### config.mk
export PLATFORM = sky130hd
export DESIGN_NAME = led_pattern_gen
export DESIGN_NICKNAME = d
export VERILOG_FILES = /design/src/rtl/led_pattern_gen.sv
export SDC_FILE = /design/constraint.sdc
export NUM_CORES = 1
export LEC_CHECK = 0
export CAP_MARGIN = 10
export CORE_MARGIN = 2
export CORE_UTILIZATION = 30
export DETAILED_ROUTE_END_ITERATION = 7
export PLACE_DENSITY = 0.48
export SLEW_MARGIN = 15
export SYNTH_ARGS = -nofsm -noshare
export SYNTH_HDL_FRONTEND = slang
export SYNTH_SLANG_ARGS = --single-unit
### constraint.sdc
create_clock -name clk -period 5.2 [get_ports clk]
set_clock_uncertainty 0.15 [all_clocks]
set_input_delay 1.04 -clock clk [delete_from_list [all_inputs] [get_ports clk]]
set_output_delay 1.04 -clock clk [all_outputs]
set_load 0.005 [all_outputs]
### src/rtl/led_pattern_gen.sv
// LED pattern generator: binary count, bounce scanner, blink-all and PWM
// breathing. A prescaler derived from TICK_DIV and the speed input produces the
// pattern step rate; pause/step allow freezing and single-stepping the pattern.
// The LED outputs are registered and can be driven active-low or active-high.
module led_pattern_gen #(
    parameter int NUM_LEDS   = 6,
    parameter int TICK_DIV   = 13500000,
    parameter int PWM_BITS   = 8,
    parameter bit ACTIVE_LOW = 1'b1
) (
    input  logic                clk,
    input  logic                rst,
    input  logic [1:0]          mode,
    input  logic [1:0]          speed,
    input  logic                pause,
    input  logic                step,
    output logic [NUM_LEDS-1:0] led,
    output logic                tick
);

    // Prescaler only has to hold TICK_DIV-1.
    localparam int PRE_W = $clog2(TICK_DIV);
    // The scanner position needs at least one bit, even for a single LED.
    localparam int POS_W = (NUM_LEDS > 1) ? $clog2(NUM_LEDS) : 1;

    localparam logic [POS_W-1:0]    POS_MAX  = POS_W'(NUM_LEDS - 1);
    localparam logic [PWM_BITS-1:0] DUTY_MAX = {PWM_BITS{1'b1}};
    // XOR mask that turns a logical pattern into pin levels.
    localparam logic [NUM_LEDS-1:0] LED_OFF  = {NUM_LEDS{ACTIVE_LOW}};

    typedef enum logic [1:0] {
        MODE_BINARY  = 2'd0,
        MODE_SCAN    = 2'd1,
        MODE_BLINK   = 2'd2,
        MODE_BREATHE = 2'd3
    } mode_t;

    // Registered state
    mode_t               r_mode_q;
    logic [PRE_W-1:0]    r_presc;
    logic [NUM_LEDS-1:0] r_count;
    logic [POS_W-1:0]    r_pos;
    logic                r_scan_down;
    logic                r_phase;
    logic [PWM_BITS-1:0] r_duty;
    logic                r_duty_down;
    logic [PWM_BITS-1:0] r_pwm;
    logic                r_tick;
    logic [NUM_LEDS-1:0] r_led;

    // Next-state values
    logic                w_mode_chg;
    logic [31:0]         w_limit_m1;
    logic                w_step_en;
    logic [PRE_W-1:0]    w_presc_next;
    logic [NUM_LEDS-1:0] w_count_next;
    logic [POS_W-1:0]    w_pos_next;
    logic                w_scan_down_next;
    logic                w_phase_next;
    logic [PWM_BITS-1:0] w_duty_next;
    logic                w_duty_down_next;
    logic [PWM_BITS-1:0] w_pwm_next;
    logic                w_breathe_on;
    logic [NUM_LEDS-1:0] w_pattern;
    logic [NUM_LEDS-1:0] w_led_next;

    // Prescaler and step generation; a mode change restarts the step period.
    always_comb begin
        w_mode_chg   = (mode != r_mode_q);
        w_limit_m1   = (32'(TICK_DIV) >> speed) - 32'd1;
        w_presc_next = r_presc;
        w_step_en    = 1'b0;
        if (w_mode_chg) begin
            w_presc_next = '0;
        end else if (pause) begin
            // Prescaler frozen; a step pulse forces exactly one pattern step.
            w_step_en = step;
        end else if (32'(r_presc) >= w_limit_m1) begin
            // ">=" so that a speed increase that leaves the count past the
            // new limit wraps right away instead of running to overflow.
            w_presc_next = '0;
            w_step_en    = 1'b1;
        end else begin
            w_presc_next = r_presc + PRE_W'(1);
        end
    end

    // Pattern state update for the active mode; mode change resets everything.
    always_comb begin
        w_count_next     = r_count;
        w_pos_next       = r_pos;
        w_scan_down_next = r_scan_down;
        w_phase_next     = r_phase;
        w_duty_next      = r_duty;
        w_duty_down_next = r_duty_down;
        // PWM counter free-runs, independent of pause and mode.
        w_pwm_next       = r_pwm + PWM_BITS'(1);
        if (w_mode_chg) begin
            w_count_next     = '0;
            w_pos_next       = '0;
            w_scan_down_next = 1'b0;
            w_phase_next     = 1'b0;
            w_duty_next      = '0;
            w_duty_down_next = 1'b0;
        end else if (w_step_en) begin
            case (r_mode_q)
                MODE_BINARY: begin
                    w_count_next = r_count + NUM_LEDS'(1);
                end
                MODE_SCAN: begin
                    // Direction flips when an end is reached, so each end
                    // position is shown for a single step only.
                    if (NUM_LEDS > 1) begin
                        if (!r_scan_down) begin
                            w_pos_next = r_pos + POS_W'(1);
                            if (w_pos_next == POS_MAX) begin
                                w_scan_down_next = 1'b1;
                            end
                        end else begin
                            w_pos_next = r_pos - POS_W'(1);
                            if (w_pos_next == '0) begin
                                w_scan_down_next = 1'b0;
                            end
                        end
                    end
                end
                MODE_BLINK: begin
                    w_phase_next = ~r_phase;
                end
                default: begin
                    // Triangle sweep of duty with single-step endpoints.
                    if (!r_duty_down) begin
                        w_duty_next = r_duty + PWM_BITS'(1);
                        if (w_duty_next == DUTY_MAX) begin
                            w_duty_down_next = 1'b1;
                        end
                    end else begin
                        w_duty_next = r_duty - PWM_BITS'(1);
                        if (w_duty_next == '0) begin
                            w_duty_down_next = 1'b0;
                        end
                    end
                end
            endcase
        end
    end

    // Breathing: all LEDs lit while the PWM counter is below the duty value.
    assign w_breathe_on = (w_pwm_next < w_duty_next);

    // Per-LED pattern bit, selected by the mode that will be in effect after
    // this edge (the registered mode always follows the input).
    generate
        for (genvar gi = 0; gi < NUM_LEDS; gi++) begin : g_pattern
            assign w_pattern[gi] =
                (mode == MODE_BINARY) ? w_count_next[gi] :
                (mode == MODE_SCAN)   ? (w_pos_next == POS_W'(gi)) :
                (mode == MODE_BLINK)  ? w_phase_next :
                                        w_breathe_on;
        end
    endgenerate

    assign w_led_next = w_pattern ^ LED_OFF;

    // State register, registered tick and LED outputs.
    always_ff @(posedge clk) begin
        if (rst) begin
            r_mode_q    <= MODE_BINARY;
            r_presc     <= '0;
            r_count     <= '0;
            r_pos       <= '0;
            r_scan_down <= 1'b0;
            r_phase     <= 1'b0;
            r_duty      <= '0;
            r_duty_down <= 1'b0;
            r_pwm       <= '0;
            r_tick      <= 1'b0;
            r_led       <= LED_OFF;
        end else begin
            r_mode_q    <= mode_t'(mode);
            r_presc     <= w_presc_next;
            r_count     <= w_count_next;
            r_pos       <= w_pos_next;
            r_scan_down <= w_scan_down_next;
            r_phase     <= w_phase_next;
            r_duty      <= w_duty_next;
            r_duty_down <= w_duty_down_next;
            r_pwm       <= w_pwm_next;
            r_tick      <= w_step_en;
            r_led       <= w_led_next;
        end
    end

    assign led  = r_led;
    assign tick = r_tick;

endmodule

==> flow_summary.yaml <==
floorplanning:
  design.die.area_um2: 14200
  die_w_um: 119
  die_h_um: 119
  coreArea_um2: 13100
  start_util: 0.304
  row_count: 42
  num_io_pins: 15
global_routing:
  grt_antenna_before_repair: 0
  grtUsageMet2: 0.239
  globalRoute.busiestLayer: "met2"
  grt_pass1_vias: 3414
  grt_use_met3: 0.0249
  grt_pass1_wl_um: 16800
  overflow: 0
  grtUsageTotal: 0.148
  grt.met1_usage: 0.196
  grt_max_degree: 35
route:
  ant_nets: 0
  drtIter0Drc: 223
  drc_errors: 0
  wl_um: 9850
  vias: 3514
  avgViaCountPerCell: 5.07
  wl_per_cell_um: 14.2
  detail_route.first_pass.iterations: 4
setup_path:
  path_buf_inv: 3
  arrival_ns: 4.97
  cp.depth: 18
  reg2reg_depth: 14
  cp.required_ns: 5.25
  cpLargestDelayFamily: "compound AO/OA/AOI/OAI gates"
  endpoint_kind: "register"
  crit_chain: "clkdlybuf4s50_1 -> inv_1 -> ha_4 -> inv_1 -> ha_1 -> nand4_1 -> nor2_1 -> a211o_1 -> a221o_2 -> o211ai_1 -> xnor2_1 -> nand2_1 -> ha_1 -> a21o_1 -> a21oi_1 -> nand4_1 -> o221ai_4 -> o221ai_1"
  cp_slowest_cell: "clkdlybuf4s50_1"
  criticalPathCategory: "input port to register"
  crit_path_start_kind: "input port"
  crit_path_max_fanout: 6
  critPathMaxStageDelay_ns: 0.48
synthesis:
  synthMuxAreaShare: 0.0182
  synthAdderAreaFrac: 0.132
  async_flop_share: 0
  synth_top_family_by_area: "simple AND/OR/NAND/NOR gates"
  synth_area_leaders: "dfxtp_1, ha_1, nor2_1"
  syn_inst: 486
  ys_seq_area_frac: 0.307
  synth.avg_cell_area_um2: 8.19
  dominantRegCellSynth: "dfxtp_1"
  ys_seq_elements: 61
  synth_xor_area_frac: 0.0638
  synth_top_cell_area_share: 0.307
  ys_warn_count: 0
  synth-compound-area-share: 0.188
  ys_types: 60
  synth_area_um2: 3980
  syn_nets: 536
  synth-simple-area-share: 0.252
  synth_edf_count: 0
  yosys.area.top_type: "dfxtp_1"
sta:
  setup-violations-final: 0
  hold_viol: 0
  fin_crit_ns: 4.92
  worst_slew_pin_slew_ns: 0.723
  setup_slack_ns: 0.277
  grt_setup_unrepaired: "no"
  relSlewSlack: 0.516
  fin_tns_setup_ns: 0
  fmax_mhz: 203
  fin_crit_sh: 0.947
  drv_slew: 0
layout:
  antenna_cells: 0
  drive_above_1_share: 0.114
  final_cell_mix: "dfxtp_1, nor2_1, nand2_1"
  fin_nets: 563
  area_growth_pct: 19.2
  fillCellCount: 1299
  final_common_cell: "dfxtp_1"
pwr:
  p_seq_frac: 0.420
  power_switching_mw: 0.289
  p_clk_frac: 0.476
  ir_drop_mv: 0.153
  leakagePower_nw: 1.83
  internal_power_mw: 0.856
  sw_frac_of_total: 0.253
  power_frac_comb: 0.105
  power_density_nw_per_um2: 241
clock_tree:
  cts_buffers: 9
  cts-root-buf: "clkbuf_16"
  htreeDepth: 3
  cts_tree: "yes"
  cts_hold_buf: 0
  clock_latency_ns: 0.34
  clockBufferDepth: 2
  clk_pin_slew_worst_paths_ns: 0.05
  cts_sinks: 61
flow_run:
  cap_violations: 0
min_path:
  hold_depth: 2
  hold_path.class: "register to register"
run_status:
  outcome: "completed"
placement:
  dp_slack_ns: -0.233
  port_buffers: 14
  dp_hpwl_um: 7260
  globalplace.congestion: 0.878
synthesized netlist by cell type, drive strengths merged (5+ instances only):
| cell | count |
|---|---|
| or4 | 5 |
| o21ai | 26 |
| buf | 10 |
| nor3 | 15 |
| and3 | 7 |
| a311oi | 9 |
| a21oi | 28 |
| a31oi | 7 |
| ha | 42 |
| nand2 | 44 |
| o211ai | 12 |
| nand3 | 27 |
| xor2 | 14 |
| nor2b | 15 |
| mux2i | 5 |
| nor2 | 47 |
| or3 | 6 |
| clkbuf | 13 |
| inv | 16 |
| dfxtp | 61 |
| nand3b | 10 |
| nand4 | 7 |
| xnor2 | 15 |
worst register-to-register path, stage by stage, from the launching register on:
cell and delay [ns]:
dfxtp_1 0.41, ha_1 0.29, a21oi_1 0.16, nand2_1 0.07, a211o_1 0.28, a221o_2 0.42, o211ai_1 0.28, xnor2_1 0.15
nand2_1 0.10, ha_1 0.36, a21o_1 0.19, a21oi_1 0.20, nand4_1 0.17, o221ai_4 0.28, o221ai_1 0.17
sequential cells by signal, indices dropped and copies added (netlist names), 2 cells and up:
register,count
r_pos,3
r_pwm,8
led,6
r_count,6
r_mode_q,2
r_duty,8
r_presc,24
stage by stage:
step | hold WS, ns | util | cells | cell area [um2] | total power [mW]
finish | 0.348 | 0.363 | 693 | 4750 | 1.15
global route | 0.364 | 0.363 | 693 | 4750 | 1.19
CTS | 0.344 | 0.358 | 691 | 4690 | 1.15
detailed placement | 0.330 | 0.338 | 676 | 4420 | 0.606
global placement | 0.323 | 0.338 | 676 | 4420 | 0.605
floorplan | 0.287 | - | 486 | 3980 | 0.558
power by group through the flow:
stage	sequential, mW	clock [mW]	combinational, mW
floorplan	0.490	0	0.0684
finish	0.480	0.545	0.120
CTS	0.480	0.557	0.116
global placement	0.490	0	0.115
global route	0.481	0.576	0.134
detailed placement	0.490	0	0.116
timing repair:
| item | 4_1_cts | 5_1_grt |
|---|---|---|
| buffers inserted | 0 | 2 |
| gates resized for setup | 0 | 8 |
| setup endpoints to repair | 0 | 6 |
final timing paths:
path / start / end / slack (ns)
worst max-delay path: speed[1] / led[2]$_SDFF_PP1_ / 0.28
worst min-delay path: r_presc[16]$_SDFFE_PP0N_ / r_presc[16]$_SDFFE_PP0N_ / 0.35
worst max register to register: r_presc[22]$_SDFFE_PP0N_ / led[2]$_SDFF_PP1_ / 1.38
worst min register to register: r_presc[16]$_SDFFE_PP0N_ / r_presc[16]$_SDFFE_PP0N_ / 0.35
per-layer routing:
metal	wire, um	up-vias
met4	191	0
met1	4890	1643
met5	0	-
met2	4500	51
li1	-	1807
met3	260	13
cells by family (layout without fill, tap and decap cells):
logic type	after synthesis	count (layout)
mux	7	7
flops	61	61
other cells	1	1
buf+inv	39	70
simple gates	198	198
xor+xnor	29	29
fa+ha+maj	42	42
compound gates	109	109
layout make-up:
cell class	count	area (um2)	share of cell area
Sequential cell	61	1220	0.257
Clock inverter	5	27.5	0.00580
Multi-Input combinational cell	386	2650	0.559
Timing Repair Buffer	39	328	0.0691
Clock buffer	10	239	0.0503
Inverter	16	60.1	0.0127
Tap cell	176	220	0.0464
Note: power is estimated with default switching activity, not from simulation.
